[src/rtl/shift_atanh_pla_pkg.sv]
// shift_atanh_pla shared definitions: FSM state codes
// and Q-format defaults shared with the forward tanh PLA.
package shift_atanh_pla_pkg;

    localparam logic [2:0] ST_IDLE  = 3'd0;
    localparam logic [2:0] ST_ABS   = 3'd1;
    localparam logic [2:0] ST_COUNT = 3'd2;
    localparam logic [2:0] ST_BUILD = 3'd3;
    localparam logic [2:0] ST_DONE  = 3'd4;

    localparam int W_IN_DEF    = 8;
    localparam int W_OUT_DEF   = 8;
    localparam int OUT_I_DEF   = 4;
    localparam int SAT_SEG_DEF = 6;

endpackage

[src/rtl/shift_atanh_pla_if.sv]
// Handshake bundle for shift_atanh_pla.
// slave: DUT side (in_* accepted, out_* produced); master: driver side.
interface shift_atanh_pla_if #(
    parameter int W_IN  = 8,
    parameter int W_OUT = 8
);
    logic             in_valid;
    logic             in_ready;
    logic [W_IN-1:0]  in_data;
    logic             out_valid;
    logic             out_ready;
    logic [W_OUT-1:0] out_data;
    logic             out_sat;

    modport master (
        output in_valid, in_data, out_ready,
        input  in_ready, out_valid, out_data, out_sat
    );

    modport slave (
        input  in_valid, in_data, out_ready,
        output in_ready, out_valid, out_data, out_sat
    );
endinterface

[src/rtl/shift_atanh_pla_neg.sv]
// shift_twos_neg: parameterised two's-complement negate.
// Ports: a (operand), y (-a, wraps for the most-negative code).
module shift_twos_neg #(
    parameter int W = 8
) (
    input  logic [W-1:0] a,
    output logic [W-1:0] y
);
    assign y = ~a + {{(W-1){1'b0}}, 1'b1};
endmodule

[src/rtl/shift_atanh_pla.sv]
// shift_atanh_pla: iterative shift-only inverse of the tanh PLA.
// Ports: clock, resetn (async low), bus (slave: in/out valid-ready).
module shift_atanh_pla
    import shift_atanh_pla_pkg::*;
#(
    parameter int W_IN    = W_IN_DEF,
    parameter int W_OUT   = W_OUT_DEF,
    parameter int OUT_I   = OUT_I_DEF,
    parameter int SAT_SEG = SAT_SEG_DEF
) (
    input logic            clock,
    input logic            resetn,
    shift_atanh_pla_if.slave bus
);
    localparam int OUT_F = W_OUT - OUT_I;
    localparam int CW    = $clog2(SAT_SEG + 1);
    localparam logic [CW-1:0] SAT_CNT = CW'(SAT_SEG);
    localparam logic [W_OUT-1:0] SAT_MAG =
        W_OUT'(SAT_SEG) << (OUT_F - 1);
    localparam logic [W_IN-1:0] MOST_NEG =
        {1'b1, {(W_IN-1){1'b0}}};

    logic [2:0]       state;
    logic [W_IN-1:0]  m;
    logic [W_IN-1:0]  m_neg;
    logic             sign;
    logic             sat;
    logic [CW-1:0]    cnt;
    logic [W_OUT-1:0] data_q;
    logic             sat_q;
    logic [W_OUT-1:0] x_mag;
    logic [W_OUT-1:0] x_neg;

    // After the scan the terminating 0 sits at bit -1, so r is
    // everything below it; r/2 gets a leading 0 then truncates.
    logic [W_IN+OUT_F-2:0] frac_w;
    logic [OUT_F-1:0]      r_half;

    assign frac_w = {1'b0, m[W_IN-3:0], {OUT_F{1'b0}}};
    assign r_half = frac_w[W_IN+OUT_F-2 -: OUT_F];

    always_comb begin
        x_mag = (W_OUT'(cnt) << (OUT_F - 1)) + W_OUT'(r_half);
        if (sat)
            x_mag = SAT_MAG;
    end

    shift_twos_neg #(.W(W_IN)) u_neg_in (
        .a (m),
        .y (m_neg)
    );

    shift_twos_neg #(.W(W_OUT)) u_neg_out (
        .a (x_mag),
        .y (x_neg)
    );

    assign bus.in_ready  = (state == ST_IDLE);
    assign bus.out_valid = (state == ST_DONE);
    assign bus.out_data  = data_q;
    assign bus.out_sat   = sat_q;

    always_ff @(posedge clock or negedge resetn) begin
        if (!resetn) begin
            state  <= ST_IDLE;
            m      <= '0;
            sign   <= 1'b0;
            sat    <= 1'b0;
            cnt    <= '0;
            data_q <= '0;
            sat_q  <= 1'b0;
        end else begin
            case (state)
                ST_IDLE: begin
                    if (bus.in_valid) begin
                        m     <= bus.in_data;
                        sign  <= 1'b0;
                        sat   <= 1'b0;
                        cnt   <= '0;
                        state <= ST_ABS;
                    end
                end
                ST_ABS: begin
                    sign  <= m[W_IN-1];
                    m     <= m[W_IN-1] ? m_neg : m;
                    sat   <= (m == MOST_NEG);
                    state <= ST_COUNT;
                end
                ST_COUNT: begin
                    if (!sat && m[W_IN-2] && cnt < SAT_CNT) begin
                        cnt <= cnt + CW'(1);
                        m   <= m << 1;
                    end else begin
                        if (cnt == SAT_CNT)
                            sat <= 1'b1;
                        state <= ST_BUILD;
                    end
                end
                ST_BUILD: begin
                    data_q <= sign ? x_neg : x_mag;
                    sat_q  <= sat;
                    state  <= ST_DONE;
                end
                ST_DONE: begin
                    if (bus.out_ready)
                        state <= ST_IDLE;
                end
                default: state <= ST_IDLE;
            endcase
        end
    end
endmodule

[src/flat_wrapper.sv]
// flat-port wrapper written by rule: the top's interface ports become plain ports
module shift_atanh_pla_flat import shift_atanh_pla_pkg::*;
#(
    parameter int W_IN    = W_IN_DEF,
    parameter int W_OUT   = W_OUT_DEF,
    parameter int OUT_I   = OUT_I_DEF,
    parameter int SAT_SEG = SAT_SEG_DEF
)
  (clock, resetn, bus_in_valid, bus_in_data, bus_out_ready, bus_in_ready, bus_out_valid, bus_out_data, bus_out_sat);
  shift_atanh_pla_if #(.W_IN(W_IN), .W_OUT(W_OUT)) bus_i ();
  input logic clock;
  input logic resetn;
  input wire logic [$bits(bus_i.in_valid)-1:0] bus_in_valid;
  input wire logic [$bits(bus_i.in_data)-1:0] bus_in_data;
  input wire logic [$bits(bus_i.out_ready)-1:0] bus_out_ready;
  output wire logic [$bits(bus_i.in_ready)-1:0] bus_in_ready;
  output wire logic [$bits(bus_i.out_valid)-1:0] bus_out_valid;
  output wire logic [$bits(bus_i.out_data)-1:0] bus_out_data;
  output wire logic [$bits(bus_i.out_sat)-1:0] bus_out_sat;
  assign bus_i.in_valid = bus_in_valid;
  assign bus_i.in_data = bus_in_data;
  assign bus_i.out_ready = bus_out_ready;
  assign bus_in_ready = bus_i.in_ready;
  assign bus_out_valid = bus_i.out_valid;
  assign bus_out_data = bus_i.out_data;
  assign bus_out_sat = bus_i.out_sat;
  shift_atanh_pla #(.W_IN(W_IN), .W_OUT(W_OUT), .OUT_I(OUT_I), .SAT_SEG(SAT_SEG)) u_core (.clock(clock), .resetn(resetn), .bus(bus_i));
endmodule
[config.mk]
export PLATFORM = sky130hd
export DESIGN_NAME = shift_atanh_pla_flat
export DESIGN_NICKNAME = d
export VERILOG_FILES = /design/src/rtl/shift_atanh_pla_pkg.sv /design/src/rtl/shift_atanh_pla_if.sv /design/src/rtl/shift_atanh_pla_neg.sv /design/src/rtl/shift_atanh_pla.sv /design/src/flat_wrapper.sv
export SDC_FILE = /design/constraint.sdc
export NUM_CORES = 1
export LEC_CHECK = 0
export ABC_AREA = 0
export BUFFER_PORTS_ARGS = -buffer_cell sky130_fd_sc_hd__buf_2
export CAP_MARGIN = 10
export CORE_UTILIZATION = 51
export CTS_CLUSTER_DIAMETER = 50
export CTS_CLUSTER_SIZE = 12
export DETAILED_ROUTE_END_ITERATION = 12
export MAX_ROUTING_LAYER = met4
export PLACE_DENSITY = 0.75
export SYNTH_ARGS = -nofsm -noshare
export SYNTH_HDL_FRONTEND = slang
export SYNTH_HIERARCHICAL = 1
export SYNTH_SLANG_ARGS = --single-unit
[constraint.sdc]
create_clock -name clock -period 1.8 [get_ports clock]
set_input_delay 0.54 -clock clock [delete_from_list [all_inputs] [get_ports clock]]
set_output_delay 0.54 -clock clock [all_outputs]
set_load 0.02 [all_outputs]
==> results.py, run 1 <==
metrics = {
    "run_status": {
        "status": "finished, violations left",
        "violations": "setup timing",
    },
    "clock_network": {
        "insertion_delay_ns": 0.32,
        "cts_sinks": 25,
        "cts_tree": "done",
        "numCtsBuffers": 3,
        "htreeDepth": 1,
        "clockRootBuffer": "clkbuf_4",
        "cts.reportedPaths.clkPinSlew_ns": 0.14,
        "clk_path_buf_depth": 2,
    },
    "global_routing": {
        "grt_pass1_wl_um": 5820,
        "grt_pass1_vias": 1333,
        "grt_start_max_net_pins": 26,
        "antenna_found_initial": 0,
        "grtUsageTotal": 0.231,
        "grt_remaining_overflow": 0,
    },
    "detailed_routing": {
        "first_iter_violations": 75,
        "drcViolationCount": 0,
        "num_vias": 1403,
        "routedWlPerCell_um": 14.4,
        "drt-vias-per-instance": 5.55,
        "first_pass_iters": 4,
        "wl_um": 3640,
        "ant_nets": 0,
    },
    "final_layout": {
        "finish.instance_area_um2": 2010,
        "fin_cells": 253,
        "diodes": 0,
        "drive_above_1_share": 0.364,
        "utilization": 0.663,
        "syn2layout_area_growth_pct": 24.7,
        "layout_commonest_cell": "dfrtp_1",
        "nets": 226,
        "final_cell_mix": "dfrtp_1, buf_2, buf_4, inv_1",
    },
    "timing": {
        "finalHoldViolCount": 0,
        "worst_slew_pin_slew_ns": 0.563,
        "tns_ns": -0.00151,
        "setup_violations": 1,
        "skew_ns": 0.00609,
        "rsz0062_at_grt": "yes",
        "finalCritPeriodShare": 1.00,
        "setup_slack_ns": -0.00151,
        "min_period_ns": 1.80,
        "holdWs_ns": 0.186,
        "fmax_mhz": 555,
        "drv_slew": 0,
        "slew_headroom": 0.625,
    },
    "logic_synthesis": {
        "syn_area_um2": 1610,
        "synth-edff-count": 0,
        "yosysWarnings": 6,
        "synthSimpleGateAreaFrac": 0.196,
        "synth_top_family_by_area": "simple AND/OR/NAND/NOR gates",
        "ys_types": 37,
        "synth_xor_area_frac": 0.0708,
        "synth_mux_area_frac": 0.111,
        "synth_async_sr_flop_share": 1.00,
        "synthCells": 166,
        "synth_compound_area_frac": 0.131,
        "syn_area_per_cell_um2": 9.69,
        "yosysSeqAreaShare": 0.389,
        "ys_ff_latch": 25,
        "synthAdderAreaFrac": 0.0311,
        "synth_flop_cell": "dfrtp_1",
    },
    "die": {
        "die_h_um": 58.2,
        "die_x_um": 58.2,
        "dieArea_um2": 3380,
        "start_util": 0.531,
        "io_pins": 23,
        "coreArea_um2": 3030,
        "rows": 20,
    },
    "critical_path": {
        "cp.required_ns": 2.00,
        "end_kind": "register",
        "startpoint_type": "register",
        "path_delay_family": "simple AND/OR/NAND/NOR gates",
        "slowest_stage": "or4_4",
        "cp_num_buf_inv": 0,
        "reg2regPathDepth": 5,
        "cp_cell_sequence": "or4_4 > nor4_4 > xnor2_1 > a222oi_1 > mux2i_1",
        "rrSetupSlack_ns": -0.002,
        "regToRegStartpoint": "u_core/m[1]$_DFFE_PN0P_",
        "slowest_delay_ns": 0.57,
        "timing.rr.end": "u_core/m[7]$_DFFE_PN0P_",
        "path_class": "register to register",
        "arrival_ns": 2.00,
        "critPathMaxFanout": 2,
    },
    "min_path": {
        "hold_class": "primary input to async pin",
    },
    "placement": {
        "port_buffers": 22,
        "place_area_um2": 1850,
        "gp_congestion": 0.860,
        "hpwl_um": 2660,
        "place_inst": 239,
    },
    "power": {
        "power.share.clock": 0.062,
        "switching_share": 0.450,
        "combPwrFrac": 0.688,
        "p_leak_nw": 0.944,
        "p_int_mw": 2.26,
        "p_seq_frac": 0.250,
        "p_switching_mw": 1.84,
        "vdd_drop_max_v": 0.000927,
        "p_per_area_nw_per_um2": 2040,
    },
    "run": {
        "drv_cap": 0,
    },
}
power by group through the flow:
stage               clock [mW]  combinational [mW]  sequential (mW)
global route             0.285                3.05             1.06
CTS                      0.265                2.54             1.02
floorplan                    0                1.71             1.13
finish                   0.254                2.82             1.02
global placement             0                2.35             1.04
detailed placement           0                2.45             1.05
sequential cells by signal, summed over array words and instances, names as in the netlist:
name / cells
u_core/bus.out_data: 8
u_core/bus.out_sat: 1
u_core/cnt: 3
u_core/m: 8
u_core/sat: 1
u_core/sign: 1
u_core/state: 3
worst max path at each step:
stage                                      from                                 end  cells past startpoint
floorplan           u_core/state[1]$_DFFE_PN0P_             u_core/m[0]$_DFFE_PN0P_                      5
global placement        u_core/m[3]$_DFFE_PN0P_  u_core/bus.out_data[5]$_DFFE_PN0P_                      7
detailed placement      u_core/m[1]$_DFFE_PN0P_             u_core/m[7]$_DFFE_PN0P_                      5
CTS                 u_core/state[2]$_DFFE_PN0P_                        bus_in_ready                      3
global route            u_core/m[1]$_DFFE_PN0P_             u_core/m[7]$_DFFE_PN0P_                      5
finish                  u_core/m[1]$_DFFE_PN0P_             u_core/m[7]$_DFFE_PN0P_                      5
worst reg2reg max path, cell delays in order (launching register included):
cell	delay, ns
dfrtp_1	0.42
or4_4	0.57
nor4_4	0.19
xnor2_1	0.11
a222oi_1	0.25
mux2i_1	0.15
Yosys cell counts (2+ instances only):
cell type   n  area, µm²
nand3b_1    2       15.0
clkbuf_1    5       18.8
or4_4       2       22.5
ha_1        4       50.1
nand3_1     4       20.0
buf_4       2       15.0
a21oi_1     2       10.0
inv_1      15       56.3
xor2_1      5       43.8
nor4_4      2       42.5
mux2i_1    13        130
nand2_1    14       52.6
o21ai_0    13       65.1
nor2_1     13       48.8
dfrtp_1    25        626
a222oi_1    7       70.1
xnor2_1     8       70.1
nor4_1      2       12.5
mux2_2      3       33.8
nor3_1      5       25.0
or2_2       3       18.8
a21o_1      2       15.0
cell families (layout without fill, tap and decap cells):
kind of cell             Yosys count  in the layout
AO/OA/AOI/OAI                     29             29
XOR/XNOR                          13             13
adder cells (fa/ha/maj)            4              4
buffers and inverters             25             66
flip-flops                        25             25
multiplexers                      17             17
other                              1              3
AND/OR/NAND/NOR                   52             52
metal layers:
| layer | share of wire | global-route usage |
|---|---|---|
| met1 | 0.42 | 0.273 |
| met2 | 0.52 | 0.392 |
| met3 | 0.043 | 0.0335 |
| met4 | 0.015 | 0.0952 |
| met5 | 0 | - |
through the flow:
step                worst slack, ns  power (mW)
floorplan                   -0.0670        2.84
global placement             0.0910        3.39
detailed placement           0.0237        3.51
CTS                        -0.00602        3.82
global route                -0.0742        4.39
finish                     -0.00151        4.10
what timing repair did:
action	in CTS	in global routing
setup buffers	2	8
resized for setup	5	15
pin swaps	1	3
endpoints found under the setup margin	3	11
hold buffers	0	0
area by class of cell:
class                      instances  area, µm²
timing repair buffer              47        329
multi-input combinational        118        910
clock inverter                     1       5.00
inverter                          15       56.3
fill                             252       1020
sequential                        25        629
clock buffer                       3       22.5
tap                               44       55.1
Note: power is estimated with default switching activity, not from simulation.
==> run 2: changes to the inputs <==
--- a/config.mk
+++ b/config.mk
@@ -8,12 +8,12 @@
 export ABC_AREA = 0
 export BUFFER_PORTS_ARGS = -buffer_cell sky130_fd_sc_hd__buf_2
 export CAP_MARGIN = 10
-export CORE_UTILIZATION = 51
+export CORE_UTILIZATION = 61
 export CTS_CLUSTER_DIAMETER = 50
 export CTS_CLUSTER_SIZE = 12
 export DETAILED_ROUTE_END_ITERATION = 12
 export MAX_ROUTING_LAYER = met4
-export PLACE_DENSITY = 0.75
+export PLACE_DENSITY = 0.84
 export SYNTH_ARGS = -nofsm -noshare
 export SYNTH_HDL_FRONTEND = slang
 export SYNTH_HIERARCHICAL = 1
==> constraint.sdc (replaced) <==
create_clock -name clock -period 2.15 [get_ports clock]
set_input_delay 0.645 -clock clock [delete_from_list [all_inputs] [get_ports clock]]
set_output_delay 0.645 -clock clock [all_outputs]
set_load 0.05 [all_outputs]
==> results.py, run 2 (synthesized netlist as in run 1, its figures left out) <==
metrics = {
    "clock_network": {
        "cts.reportedPaths.clkPinSlew_ns": 0.15,
        "cts_tree": "done",
        "numCtsBuffers": 3,
        "htreeDepth": 1,
        "cts_sinks": 25,
        "postCtsSetupRepairBufs": 0,
        "clockRootBuffer": "clkbuf_4",
        "clk_path_buf_depth": 2,
        "cts_hold_buffers": 0,
        "insertion_delay_ns": 0.32,
    },
    "final_layout": {
        "syn2layout_area_growth_pct": 10.9,
        "nets": 206,
        "fillerInstances": 196,
        "diodes": 0,
        "layout_commonest_cell": "dfrtp_1",
        "fin_cells": 219,
        "finish.instance_area_um2": 1780,
        "final_cell_mix": "dfrtp_1, buf_2, inv_1, nand2_1",
        "drive_above_1_share": 0.254,
    },
    "critical_path": {
        "cp_cell_sequence": "nor2_1 > nand2_1 > inv_1 > buf_2",
        "startpoint_type": "register",
        "slowest_delay_ns": 0.54,
        "path_delay_family": "flip-flops",
        "end_kind": "output pin",
        "reg2regPathDepth": 7,
        "cp.required_ns": 1.50,
        "regToRegStartpoint": "u_core/m[4]$_DFFE_PN0P_",
        "critPathMaxFanout": 11,
        "rrSetupSlack_ns": 0.22,
        "cp_num_buf_inv": 2,
        "path_class": "register to output pin",
        "slowest_stage": "dfrtp_1",
        "timing.rr.end": "u_core/bus.out_data[5]$_DFFE_PN0P_",
        "arrival_ns": 1.39,
    },
    "power": {
        "p_seq_frac": 0.306,
        "vdd_drop_max_v": 0.00108,
        "p_int_mw": 1.58,
        "combPwrFrac": 0.627,
        "p_per_area_nw_per_um2": 1790,
        "power.share.clock": 0.068,
        "power.total_mw": 3.20,
        "p_leak_nw": 0.840,
        "switching_share": 0.505,
        "p_switching_mw": 1.61,
    },
    "global_routing": {
        "grt_start_max_net_pins": 26,
        "grtUsageTotal": 0.286,
        "grt_pass1_wl_um": 5740,
        "antenna_found_initial": 0,
        "grt_pass1_vias": 1264,
        "grt_remaining_overflow": 0,
    },
    "timing": {
        "setup_violations": 0,
        "holdWs_ns": 0.294,
        "slew_headroom": 0.581,
        "skew_ns": 0.00540,
        "finalCritPeriodShare": 0.949,
        "fmax_mhz": 490,
        "finalHoldViolCount": 0,
        "min_period_ns": 2.04,
        "rsz0062_at_grt": "no",
        "tns_ns": 0,
        "worst_slew_pin_slew_ns": 0.620,
        "drv_slew": 0,
    },
    "placement": {
        "place_inst": 215,
        "place_area_um2": 1750,
        "port_buffers": 22,
        "hpwl_um": 2590,
        "gp_congestion": 0.847,
    },
    "die": {
        "die_h_um": 53.4,
        "start_util": 0.649,
        "coreArea_um2": 2480,
        "die_x_um": 53.4,
        "rows": 18,
        "dieArea_um2": 2850,
        "io_pins": 23,
    },
    "run_status": {
        "status": "completed",
    },
    "detailed_routing": {
        "routedWlPerCell_um": 15.5,
        "first_iter_violations": 51,
        "drt-vias-per-instance": 5.81,
        "wl_um": 3410,
        "num_vias": 1272,
        "drcViolationCount": 0,
        "ant_nets": 0,
        "first_pass_iters": 4,
    },
    "run": {
        "drv_cap": 0,
    },
    "min_path": {
        "hold_class": "primary input to async pin",
    },
}
==> run 2: cell types whose count changed in the layout (fill, tap and decap cells not counted), moves of 2 or more <==
cell     delta
buf_4      -14
buf_6       -7
dfrtp_1     +2
dfrtp_2     -2
nor2_1      +3
nor2_2      -2
==> run 2: cell type report <==
class | instances | area [µm²] | area share
multi-input cells | 118 | 886 | 0.496
flip-flops and latches | 25 | 627 | 0.351
repair buffers | 27 | 150 | 0.0842
inverters | 15 | 56.3 | 0.0316
well taps | 30 | 37.5 | 0.0210
clock buffers | 3 | 22.5 | 0.0126
clock inverters | 1 | 5.00 | 0.00281
==> run 2: how the worst max path moves through the flow <==
| stage | startpoint | endpoint | cells after the start |
|---|---|---|---|
| after floorplan | u_core/state[2]$_DFFE_PN0P_ | u_core/cnt[2]$_DFFE_PN0P_ | 5 |
| after global placement | u_core/m[5]$_DFFE_PN0P_ | u_core/bus.out_data[5]$_DFFE_PN0P_ | 7 |
| after detailed placement | u_core/m[5]$_DFFE_PN0P_ | u_core/bus.out_data[5]$_DFFE_PN0P_ | 7 |
| after CTS | u_core/state[2]$_DFFE_PN0P_ | bus_in_ready | 3 |
| after global routing | u_core/state[2]$_DFFE_PN0P_ | bus_in_ready | 3 |
| final | u_core/state[0]$_DFFE_PN0P_ | bus_out_valid | 4 |
==> run 2: power groups by stage <==
stage               sequential, mW  combinational (mW)  clock [mW]
detailed placement           0.978                2.00           0
floorplan                     1.08                1.47           0
global placement             0.959                1.93           0
global route                  1.01                2.21       0.244
CTS                          0.971                2.00       0.219
finish                       0.976                2.00       0.216
==> run 2: through the flow <==
step	setup slack (ns)	util
6_report	0.110	0.720
4_1_cts	0.0364	0.719
3_3_place_gp	0.309	0.708
2_1_floorplan	0.0157	-
5_1_grt	0.0185	0.720
3_5_place_dp	0.253	0.708
==> run 2: per-layer routing <==
layer | global-route usage | wire (µm)
met5 | - | 0
met2 | 0.496 | 1770
met4 | 0.0789 | 30
met1 | 0.342 | 1500
met3 | 0.0431 | 102
==> run 2: repair_timing <==
action,4_1_cts,5_1_grt
resized for setup,0,3
endpoints found under the setup margin,0,1
hold endpoints to repair,0,0
==> run 3: changes to the inputs <==
--- a/config.mk
+++ b/config.mk
@@ -5,15 +5,15 @@
 export SDC_FILE = /design/constraint.sdc
 export NUM_CORES = 1
 export LEC_CHECK = 0
-export ABC_AREA = 0
+export ABC_AREA = 1
 export BUFFER_PORTS_ARGS = -buffer_cell sky130_fd_sc_hd__buf_2
 export CAP_MARGIN = 10
-export CORE_UTILIZATION = 61
+export CORE_UTILIZATION = 62
 export CTS_CLUSTER_DIAMETER = 50
 export CTS_CLUSTER_SIZE = 12
 export DETAILED_ROUTE_END_ITERATION = 12
 export MAX_ROUTING_LAYER = met4
-export PLACE_DENSITY = 0.84
+export PLACE_DENSITY = 0.89
 export SYNTH_ARGS = -nofsm -noshare
 export SYNTH_HDL_FRONTEND = slang
 export SYNTH_HIERARCHICAL = 1
==> results.py, run 3 <==
metrics = {
    "run_status": {
        "status": "completed",
    },
    "final_layout": {
        "drive_above_1_share": 0.161,
        "syn2layout_area_growth_pct": 8.11,
        "finish.instance_area_um2": 1930,
        "final_cell_mix": "nand2_1, nor2_1, dfrtp_1, inv_1, buf_2",
        "diodes": 0,
        "nets": 302,
        "layout_commonest_cell": "nand2_1",
    },
    "die": {
        "coreArea_um2": 2730,
        "rows": 19,
        "die_x_um": 55.7,
        "io_pins": 23,
        "die_h_um": 55.7,
        "start_util": 0.654,
        "dieArea_um2": 3100,
    },
    "critical_path": {
        "path_delay_family": "flip-flops",
        "path_class": "register to output pin",
        "regToRegStartpoint": "u_core/state[1]$_DFFE_PN0P_",
        "critPathMaxFanout": 11,
        "timing.rr.end": "u_core/sat$_DFFE_PN0P_",
        "cp_num_buf_inv": 3,
        "slowest_stage": "dfrtp_1",
        "cp.required_ns": 1.50,
        "reg2regPathDepth": 7,
        "cp_cell_sequence": "inv_4 > nand2_1 > inv_1 > clkbuf_4",
        "critPathLaunch": "u_core/state[1]$_DFFE_PN0P_",
        "slowest_delay_ns": 0.51,
        "startpoint_type": "register",
        "rrSetupSlack_ns": 0.41,
        "arrival_ns": 1.42,
        "cp.depth": 4,
        "end_kind": "output pin",
    },
    "detailed_routing": {
        "routedWlPerCell_um": 12.2,
        "first_iter_violations": 98,
        "wl_um": 3850,
        "met2_length_um": 1880,
        "num_vias": 1710,
        "ant_nets": 0,
        "dr.max_layer_used": "met4",
        "met3WireLength_um": 175,
        "drt-vias-per-instance": 5.41,
        "wl_met1_um": 1730,
        "first_pass_iters": 4,
        "drcViolationCount": 0,
    },
    "clock_network": {
        "clk_path_buf_depth": 2,
        "cts.reportedPaths.clkPinSlew_ns": 0.15,
        "postCtsSetupRepairBufs": 0,
        "cts_sinks": 25,
        "htreeDepth": 1,
        "cts_tree": "done",
        "clockRootBuffer": "clkbuf_4",
        "insertion_delay_ns": 0.32,
        "numCtsBuffers": 3,
    },
    "timing": {
        "min_period_ns": 2.06,
        "finalHoldViolCount": 0,
        "setup_violations": 0,
        "slew_headroom": 0.622,
        "rsz0062_at_grt": "no",
        "worst_slew_pin_slew_ns": 0.567,
        "finalCritPeriodShare": 0.959,
        "skew_ns": 0.00348,
        "drv_slew": 0,
        "tns_ns": 0,
        "fmax_mhz": 485,
    },
    "logic_synthesis": {
        "synthTopCellsByArea": "dfrtp_1, nand2_1, nor2_1, nand3_1, inv_1",
        "ys_ff_latch": 25,
        "syn_area_per_cell_um2": 6.78,
        "synth-edff-count": 0,
        "yosysSeqAreaShare": 0.350,
        "synth_flop_cell": "dfrtp_1",
        "synth_top_area_share": 0.350,
        "synth_area_leader_cell": "dfrtp_1",
        "syn_area_um2": 1790,
        "post-synth-top-count-cell": "nand2_1",
        "ys_top_cells_by_count": "nand2_1, nor2_1, dfrtp_1",
        "ys_types": 29,
        "synth_async_sr_flop_share": 1.00,
        "yosysWarnings": 6,
        "synthCells": 264,
    },
    "placement": {
        "port_buffers": 22,
        "gp_congestion": 0.924,
        "hpwl_um": 2840,
        "place_area_um2": 1900,
    },
    "global_routing": {
        "grt_remaining_overflow": 0,
        "grt_start_max_net_pins": 26,
        "grtUsageTotal": 0.277,
        "grt_pass1_wl_um": 6620,
        "antenna_found_initial": 0,
        "grt_pass1_vias": 1530,
    },
    "power": {
        "p_leak_nw": 1.06,
        "p_per_area_nw_per_um2": 1770,
        "vdd_drop_max_v": 0.00133,
    },
    "min_path": {
        "hold_class": "primary input to async pin",
    },
    "run": {
        "drv_cap": 0,
    },
}
[run 3: cell count changes after synthesis, sizes merged, moves of 9 or more]
cell   before  now
nand3       5   20
mux2i      13    0
inv        15   27
nor2       13   40
a21oi       2   11
nand2      14   90
nand4       0    9
[run 3: cell families (layout without fill, tap and decap cells)]
family	after synthesis	in the layout	share of synthesized area
XOR/XNOR	7	7	0.0343
buffers and inverters	36	53	0.0916
other	1	5	0.00210
adder cells (fa/ha/maj)	4	4	0.0280
flip-flops	25	25	0.350
AO/OA/AOI/OAI	28	28	0.0860
AND/OR/NAND/NOR	163	163	0.408
[run 3: routing by layer]
| metal | GRT usage | vias up |
|---|---|---|
| met5 | - | - |
| met4 | 0.125 | 0 |
| met3 | 0.0326 | 6 |
| met2 | 0.444 | 49 |
| met1 | 0.354 | 782 |
| li1 | - | 873 |
[run 3: power by group]
part	internal (mW)	leakage, nW	total, mW	switching, mW
registers	0.677	0.318	0.959	0.282
clock network	0.0711	0.0139	0.223	0.152
logic	0.696	0.726	2.24	1.54
[run 3: layout make-up]
type                       instances  area, µm²
clock inverter                     1       7.51
multi-input combinational        207       1020
clock buffer                       3       22.5
sequential                        25        627
tap                               31       38.8
inverter                          27        106
timing repair buffer              22        113
fill                             252        800
[run 3: stage by stage]
stage	instances	power, mW	util	worst slack, ns	hold slack [ns]
2_1_floorplan	268	2.77	-	0.320	0.349
3_3_place_gp	312	3.10	0.694	0.432	0.460
3_5_place_dp	312	3.17	0.694	0.403	0.473
4_1_cts	316	3.40	0.705	0.0195	0.291
5_1_grt	316	3.76	0.708	0.00681	0.309
6_report	316	3.42	0.708	0.0878	0.289
[run 3: worst max path at each step]
stage / end / slack (ns)
6_report: bus_in_ready / 0.09
5_1_grt: bus_in_ready / 0.007
4_1_cts: bus_in_ready / 0.02
3_5_place_dp: bus_in_ready / 0.40
3_3_place_gp: bus_in_ready / 0.43
2_1_floorplan: bus_out_valid / 0.32
[run 3: repair_timing]
item                       in CTS  in global routing
setup endpoints to repair       0                  1
gates resized for setup         0                  3
hold buffers                    0                  0
